--- src/rtl/code_mem_ctrl_pkg.sv ---
`default_nettype none
// ============================================================================
// Module      : code_mem_ctrl_pkg
// Description : Shared types and constants for the code memory controller:
//               FSM state encoding, width defaults and the default image
//               (protected BIOS words followed by the user program image).
// Revision    : 1.0 - initial release
// ============================================================================
package code_mem_ctrl_pkg;

  localparam int DATA_W_DEF     = 16;
  localparam int ADDR_W_DEF     = 6;
  localparam int IMAGE_WORDS    = 2 ** ADDR_W_DEF;
  localparam int BIOS_WORDS_DEF = 32;

  // Two-state controller: copying the default image, or serving the CPU.
  typedef enum logic [0:0] {
    ST_INIT  = 1'b0,
    ST_READY = 1'b1
  } state_t;

  typedef logic [IMAGE_WORDS-1:0][DATA_W_DEF-1:0] image_t;

  // BIOS words carry a 0xB tag with their address in the low bits; the user
  // program region is filled with an address-derived pattern.
  function automatic image_t build_image();
    image_t img;
    for (int i = 0; i < IMAGE_WORDS; i++) begin
      if (i < BIOS_WORDS_DEF) begin
        img[i[ADDR_W_DEF-1:0]] = DATA_W_DEF'(32'hB000 + 32'(i));
      end else begin
        img[i[ADDR_W_DEF-1:0]] = DATA_W_DEF'(32'h4000 + 32'(i) * 32'd37);
      end
    end
    return img;
  endfunction

  localparam image_t DEFAULT_IMAGE = build_image();

endpackage : code_mem_ctrl_pkg
`default_nettype wire

--- src/rtl/code_default_rom.sv ---
`default_nettype none
// ============================================================================
// Module      : code_default_rom
// Description : Combinational lookup of the default code image by address.
//               Addresses outside the stored image read as zero.
// Revision    : 1.0 - initial release
// ============================================================================
module code_default_rom
  import code_mem_ctrl_pkg::*;
#(
  parameter int DATA_W = DATA_W_DEF,
  parameter int ADDR_W = ADDR_W_DEF
) (
  input  logic [ADDR_W-1:0] addr,
  output logic [DATA_W-1:0] data
);

  // Select the image word whose index matches the requested address.
  always_comb begin
    data = '0;
    for (int i = 0; i < IMAGE_WORDS; i++) begin
      if ((i < 2 ** ADDR_W) && (addr == ADDR_W'(i))) begin
        data = DATA_W'(DEFAULT_IMAGE[i[ADDR_W_DEF-1:0]]);
      end
    end
  end

endmodule : code_default_rom
`default_nettype wire

--- src/rtl/code_mem_ctrl.sv ---
`default_nettype none
// ============================================================================
// Module      : code_mem_ctrl
// Description : Code memory controller. After reset (or on reload) it copies
//               the default image into a 1W/1R RAM, one word per cycle, then
//               serves registered CPU reads and guarded loader writes. The
//               BIOS region is write-protected and all writes are refused
//               while the CPU runs.
// Revision    : 1.0 - initial release
// ============================================================================
module code_mem_ctrl
  import code_mem_ctrl_pkg::*;
#(
  parameter int DATA_W     = DATA_W_DEF,
  parameter int ADDR_W     = ADDR_W_DEF,
  parameter int BIOS_WORDS = BIOS_WORDS_DEF
) (
  input  logic              clock,
  input  logic              reset,
  input  logic              run,
  input  logic              reload,
  input  logic              wr_en,
  input  logic [ADDR_W-1:0] wr_addr,
  input  logic [DATA_W-1:0] wr_data,
  input  logic              rd_en,
  input  logic [ADDR_W-1:0] rd_addr,
  output logic [DATA_W-1:0] rd_data,
  output logic              rd_valid,
  output logic              busy,
  output logic              wr_err
);

  localparam int                c_depth    = 2 ** ADDR_W;
  localparam logic [ADDR_W-1:0] c_last     = ADDR_W'(c_depth - 1);
  // One extra bit so BIOS_WORDS == DEPTH (everything protected) is representable.
  localparam logic [ADDR_W:0]   c_bios_lim = (ADDR_W + 1)'(BIOS_WORDS);

  logic [DATA_W-1:0] r_mem [c_depth];

  state_t            r_state;
  logic [ADDR_W-1:0] r_cnt;
  logic [DATA_W-1:0] r_rd_data;
  logic              r_rd_valid;
  logic              r_busy;
  logic              r_wr_err;

  logic              w_ready;
  logic              w_wr_ok;
  logic              w_copy_we;
  logic              w_mem_we;
  logic [ADDR_W-1:0] w_mem_addr;
  logic [DATA_W-1:0] w_mem_data;
  logic [DATA_W-1:0] w_rom_data;

  code_default_rom #(
    .DATA_W (DATA_W),
    .ADDR_W (ADDR_W)
  ) u_rom (
    .addr (r_cnt),
    .data (w_rom_data)
  );

  // Write acceptance: only when serving, no reload pending, CPU halted and
  // the target lies above the protected BIOS region. Reload wins over a write.
  always_comb begin
    w_ready    = (r_state == ST_READY);
    w_wr_ok    = w_ready && !reload && wr_en && !run &&
                 ({1'b0, wr_addr} >= c_bios_lim);
    w_copy_we  = (r_state == ST_INIT) && !reload;
    w_mem_we   = w_copy_we || w_wr_ok;
    w_mem_addr = w_copy_we ? r_cnt      : wr_addr;
    w_mem_data = w_copy_we ? w_rom_data : wr_data;
  end

  // Single write port shared by the image copy and loader writes; no reset
  // term so the array maps onto RAM.
  always_ff @(posedge clock) begin
    if (w_mem_we) begin
      r_mem[w_mem_addr] <= w_mem_data;
    end
  end

  // Controller FSM with registered read path, busy and write-error pulse.
  always_ff @(posedge clock or negedge reset) begin
    if (!reset) begin
      r_state    <= ST_INIT;
      r_cnt      <= '0;
      r_rd_data  <= '0;
      r_rd_valid <= 1'b0;
      r_busy     <= 1'b1;
      r_wr_err   <= 1'b0;
    end else begin
      r_wr_err   <= wr_en && !w_wr_ok;
      r_rd_valid <= w_ready && rd_en;
      // Read sees the array before this edge's write: old data on collision.
      if (w_ready && rd_en) begin
        r_rd_data <= r_mem[rd_addr];
      end
      case (r_state)
        ST_INIT: begin
          if (reload) begin
            r_cnt <= '0;
          end else if (r_cnt == c_last) begin
            r_state <= ST_READY;
            r_busy  <= 1'b0;
            r_cnt   <= '0;
          end else begin
            r_cnt <= r_cnt + 1'b1;
          end
        end
        ST_READY: begin
          if (reload) begin
            r_state <= ST_INIT;
            r_busy  <= 1'b1;
            r_cnt   <= '0;
          end
        end
        default: begin
          r_state <= ST_INIT;
          r_busy  <= 1'b1;
          r_cnt   <= '0;
        end
      endcase
    end
  end

  assign rd_data  = r_rd_data;
  assign rd_valid = r_rd_valid;
  assign busy     = r_busy;
  assign wr_err   = r_wr_err;

endmodule : code_mem_ctrl
`default_nettype wire

--- config.mk ---
export PLATFORM = sky130hd
export DESIGN_NAME = code_mem_ctrl
export DESIGN_NICKNAME = d
export VERILOG_FILES = /design/src/rtl/code_mem_ctrl_pkg.sv /design/src/rtl/code_default_rom.sv /design/src/rtl/code_mem_ctrl.sv
export SDC_FILE = /design/constraint.sdc
export NUM_CORES = 1
export LEC_CHECK = 0
export CORE_MARGIN = 3
export CORE_UTILIZATION = 54
export CTS_CLUSTER_SIZE = 16
export DETAILED_ROUTE_END_ITERATION = 8
export GPL_TIMING_DRIVEN = 1
export PLACE_DENSITY_LB_ADDON = 0.3
export SETUP_SLACK_MARGIN = 0.2
export SYNTH_ARGS = -nofsm -noshare
export SYNTH_HDL_FRONTEND = slang
export SYNTH_SLANG_ARGS = --single-unit
--- constraint.sdc ---
create_clock -name clock -period 11.8 [get_ports clock]
set_input_delay 2.36 -clock clock [delete_from_list [all_inputs] [get_ports clock]]
set_output_delay 2.36 -clock clock [all_outputs]
set_load 0.05 [all_outputs]
* Word level (Yosys, flattened, before mapping)
Memory sizes are Yosys's and may differ from the RTL's. A register that Yosys moved wholly into a read port is not among the register bits.
Index checks and enable logic that the tools add are counted.
** Word-level totals
- Bits in writable memories :: 1024
- Input port bits :: 34
- Logic and storage cells :: 169
- Bits in latches :: 0
- Memories :: 1
- Bits in read-only memories :: 0
- Flip-flop bits (word level) :: 10
- Output and inout bits :: 19
** Operators by class
- Bitwise logic cells :: 1
- Shift-type cells :: 0
- Equality and inequality tests :: 66
- Div/mod/pow operators :: 0
- Reduce and logical (&&, ||, !) cells :: 14
- $mul :: 0
- $lt $le $gt $ge :: 1
- Add/subtract/negate cells :: 1
- Mux-type cells :: 80
** Memory list
- r_mem :: words 64, width 16, rd ports 1, clocked after Yosys merged registers in 1, write ports 1, line code_mem_ctrl.sv:38 : logic [DATA_W-1:0] r_mem [c_depth];
** Operators by type and width (number)
- $mux 16 :: 65
- $eq 6x6->1 const B :: 32
- $eq 6x5->1 const B :: 16
- $eq 6x4->1 const B :: 8
- $eq 6x3->1 const B :: 4
- $mux 6 :: 4
- $eq 6x2->1 const B :: 2
- $pmux 6 s2 :: 1
- $mux 1 :: 8
- $logic_and 1x1->1 :: 7
- $add 6x1->6 const B :: 1
- $eq 6x1->1 const B :: 1
- $ge 6x6->1 const B :: 1
- $logic_not 6->1 :: 1
- $logic_not 1->1 :: 4
- $ne 2x2->1 const B :: 2
- $pmux 1 s2 :: 2
- $reduce_and 3->1 :: 1
- $ne 2x1->1 const B :: 1
- $logic_or 1x1->1 :: 1
- $not 1->1 :: 1

* Longest topological paths before layout
- Word-level depth :: 66
- Gate-level depth with buffers :: 10
- Depth with buffers taken out :: 8

* Cells and area by module
From an unflattened synthesis, not the netlist that was laid out.
** Second synthesis, totals
- Cell total of the unflattened synthesis :: 1994
- Area total of the unflattened synthesis :: 40921.7 µm²
** Modules (own cells, without submodules)
- code_mem_ctrl :: sequential area each 31401.4 µm², cells each 1931, area an instance 40556.4 µm², times used 1
- code_default_rom :: sequential area each 0.0 µm², cells each 63, area an instance 365.4 µm², times used 1

* Least setup slack after synthesis
Ideal clock, no wire load.
- Path type :: in2reg
- From :: input reload
- To :: memory r_mem[0][5] (netlist bit), data pin
- Buffers on the path :: 2
- Library setup time :: 0.719 ns
- Setup slack :: 5.462 ns
- Cell stages on the path :: 4
- Arrival :: 5.620 ns
- Cells stage by stage :: or2_1 clkbuf_1 clkbuf_1 o31ai_1
** Between the ends
- Longest elaborated chain between the ends :: 3
** Ends and longest elaborated chain
- start: declaration :: line code_mem_ctrl.sv:21 : input logic reload,
- $logic_not 1->1 :: line code_mem_ctrl.sv:69 : w_copy_we = (r_state == ST_INIT) && !reload;
- $logic_and 1x1->1 :: line code_mem_ctrl.sv:69
- $mux 16 :: line code_mem_ctrl.sv:72 : w_mem_data = w_copy_we ? w_rom_data : wr_data;
- net w_mem_data[5] :: line code_mem_ctrl.sv:52 : logic [DATA_W-1:0] w_mem_data;
- end: declaration :: line code_mem_ctrl.sv:38
The timed path passes the listed nets, and every way through them passes these cells.

==> impl_metrics.toml <==
[floorplan]
io_pins = 53
fp.dieH_um = 285.7
core_area_um2 = 76710
die_x_um = 285.7
num_rows = 101
initial_core_util_pct = 55.05
fp.dieArea_um2 = 81600

[placement]
hpwlAfterDp_mm = 59.35
globalplace.congestion = 0.8814
dpl-instance-area_um2 = 43840
io_buffer_count = 52
preCtsSetupSlack_ns = 5.779

[sta]
min_period_over_period_pct = 46.19
max_freq_ghz = 0.1835
worst_pin_slew_ns = 1.340
skew_ns = 0.02386
rsz0062_at_grt = "no"
fin_setup_tns_ns = 0
setup_viol = 0
slew_violations = 0
finalHoldViolCount = 0
finalWorstSetupSlack_ns = 6.350
relSlewSlack_pct = 9.812
finalCriticalPeriod_ns = 5.450

[worst_setup_path]
critPathMaxFanout = 84
required_ns = 12.34
cp_data_arrival_time_ns = 5.99
endpoint_kind = "register"
critical_path_class = "input port to register"
start_kind = "input port"

[clocking]
cts_tree = "done"
clk_latency_ns = 0.67
cts_setup_buffers = 0
cts_max_level = 3
hold_buffers = 0
post_cts_resized = 0
numCtsBuffers = 103
cts_buffer_depth = 3
cts_num_sinks = 1050
cts.clk_slew.worst_paths_ns = 0.06
root_buffer = "clkbuf_16"

[synth]
syn-instance-count = 2253
syn_nets = 2291
synth_area_um2 = 42230
yosysMostFrequentCell = "edfxtp_1"
yosysWarnings = 0
synth_cell_type_count = 66
seq_area_frac_synth_pct = 74.36
ys_ff_latch = 1050
synth_ff_type = "edfxtp_1"
synthTopCellsByArea = "edfxtp_1 73%, mux4_2 5.8%, mux2i_1 5.0%"
synth_edf_count = 1024
async_reset_ff_share_pct = 2.476
synth_common_cells = "1024 x edfxtp_1, 212 x mux2i_1, 131 x a22oi_1, 116 x nor2_1, 108 x mux4_2"
syn_avg_cell_area_um2 = 18.74
yosys.area.top_type = "edfxtp_1"
yosys.area.top_type_share_pct = 72.81

[grt]
grt_max_degree = 140
grt_pass1_wl_mm = 151.6
grt_pass1_vias = 22230
globalRoute.totalOverflow = 0
track_usage_pct = 25.31
antenna_found_initial = 4

[cells_and_area]
area_growth_pct = 12.19
final_area_um2 = 47380
nets = 2411
drive_above_1_share_pct = 17.49

[power_and_ir_drop]
p_per_area_nw_per_um2 = 169.2
p_total_mw = 8.016
peakVddDrop_mv = 0.1109
power.leakage_nw = 15.71

[drt]
firstDrtPassIters = 6
routed_via_density = 6.494
antenna_left = 0
drt_first_iter_violations = 3036
vias = 22680
wl_mm = 102.7
detail_route.wl_per_cell_um = 29.40
drc = 0

[min_path]
hold_path.class = "register to register"

[outcome]
outcome = "completed"

[flow_run]
max_cap_violations = 0
-- critical path, cell delays in order --
cell	delay (ns)
buf_6	0.56
buf_4	0.90
nor2b_4	0.28
buf_4	0.54
a22oi_1	0.19
nand3_1	0.27
nand4_1	0.26
a22oi_1	0.30
nand2_1	0.09
-- cells in the final DEF, fill, tap and decap left out, types with 49 or more instances in the layout --
cell | netlist | layout
a22oi_1 | 131 | 131
buf_4 | 12 | 97
clkbuf_16 | 0 | 104
clkdlybuf4s50_1 | 0 | 49
edfxtp_1 | 1024 | 1024
mux2i_1 | 212 | 212
mux4_2 | 108 | 108
nand2_1 | 87 | 87
nand3_1 | 59 | 59
nor2_1 | 116 | 113
o22ai_1 | 54 | 54
-- area by class of cell --
class | instances | area, um2
Multi-Input combinational cell | 1062 | 9876
Antenna cell | 3 | 7.507
Sequential cell | 1050 | 31400
Inverter | 5 | 18.77
Fill cell | 5269 | 29330
Tap cell | 1030 | 1289
Timing Repair Buffer | 151 | 1275
Clock buffer | 120 | 2683
Clock inverter | 71 | 828.3
-- per-layer routing --
| layer | vias to the layer above | track usage [%] | share of wire (%) | wire [um] |
|---|---|---|---|---|
| met4 | 0 | 7.216 | 2.6 | 2705 |
| met5 | - | 0 | 0 | 0 |
| li1 | 9471 | - | - | - |
| met3 | 179 | 6.542 | 11 | 11570 |
| met1 | 11720 | 37.78 | 41 | 42190 |
| met2 | 1305 | 37.36 | 45 | 46200 |
-- worst paths after layout --
| path | start | end | slack, ns | depth (start not counted) |
|---|---|---|---|---|
| max | rd_addr[4] | rd_data[3] | 6.35 | 9 |
| min | busy | busy | 0.58 | 1 |
| max reg2reg | r_cnt[1] | r_mem[43][2] | 8.03 | 9 |
| min reg2reg | busy | busy | 0.58 | 1 |
| max in group asynchronous | reset | rd_data[3] | 9.40 | 2 |
| min in group asynchronous | reset | r_cnt[5] | 2.09 | 2 |
-- flip-flops by register name, summed over array words and instances (netlist names) --
name,flops
busy,1
r_cnt,6
r_mem,1024
r_state,1
rd_data,16
rd_valid,1
wr_err,1
-- per-stage QoR --
| stage | hold WS, ns | cells | utilization, % |
|---|---|---|---|
| final | 0.5767 | 3492 | 61.76 |
| after CTS | 0.5860 | 3488 | 61.73 |
| after floorplan | 0.5669 | 2253 | - |
| after detailed placement | 0.5721 | 3297 | 57.15 |
| after global placement | 0.5556 | 3295 | 57.13 |
| after global routing | 0.5874 | 3489 | 61.75 |
-- power breakdown --
part | internal [mW] | total [mW] | switching [mW] | leakage, nW
clock network | 1.96 | 3.35 | 1.39 | 1.71
logic | 0.152 | 0.488 | 0.336 | 4.37
registers | 4.15 | 4.18 | 0.0256 | 9.63
total | 6.27 | 8.02 | 1.75 | 15.7
-- cell families after synthesis --
kind of cell             Yosys count  share of synthesized area, %
buffers and inverters            141                         2.575
adder cells (fa/ha/maj)            4                        0.1185
AO/OA/AOI/OAI                    313                         5.060
multiplexers                     388                         13.88
AND/OR/NAND/NOR                  355                         3.970
XOR/XNOR                           2                       0.04149
flip-flops                      1050                         74.36
Power figures use the tool's default switching activity.
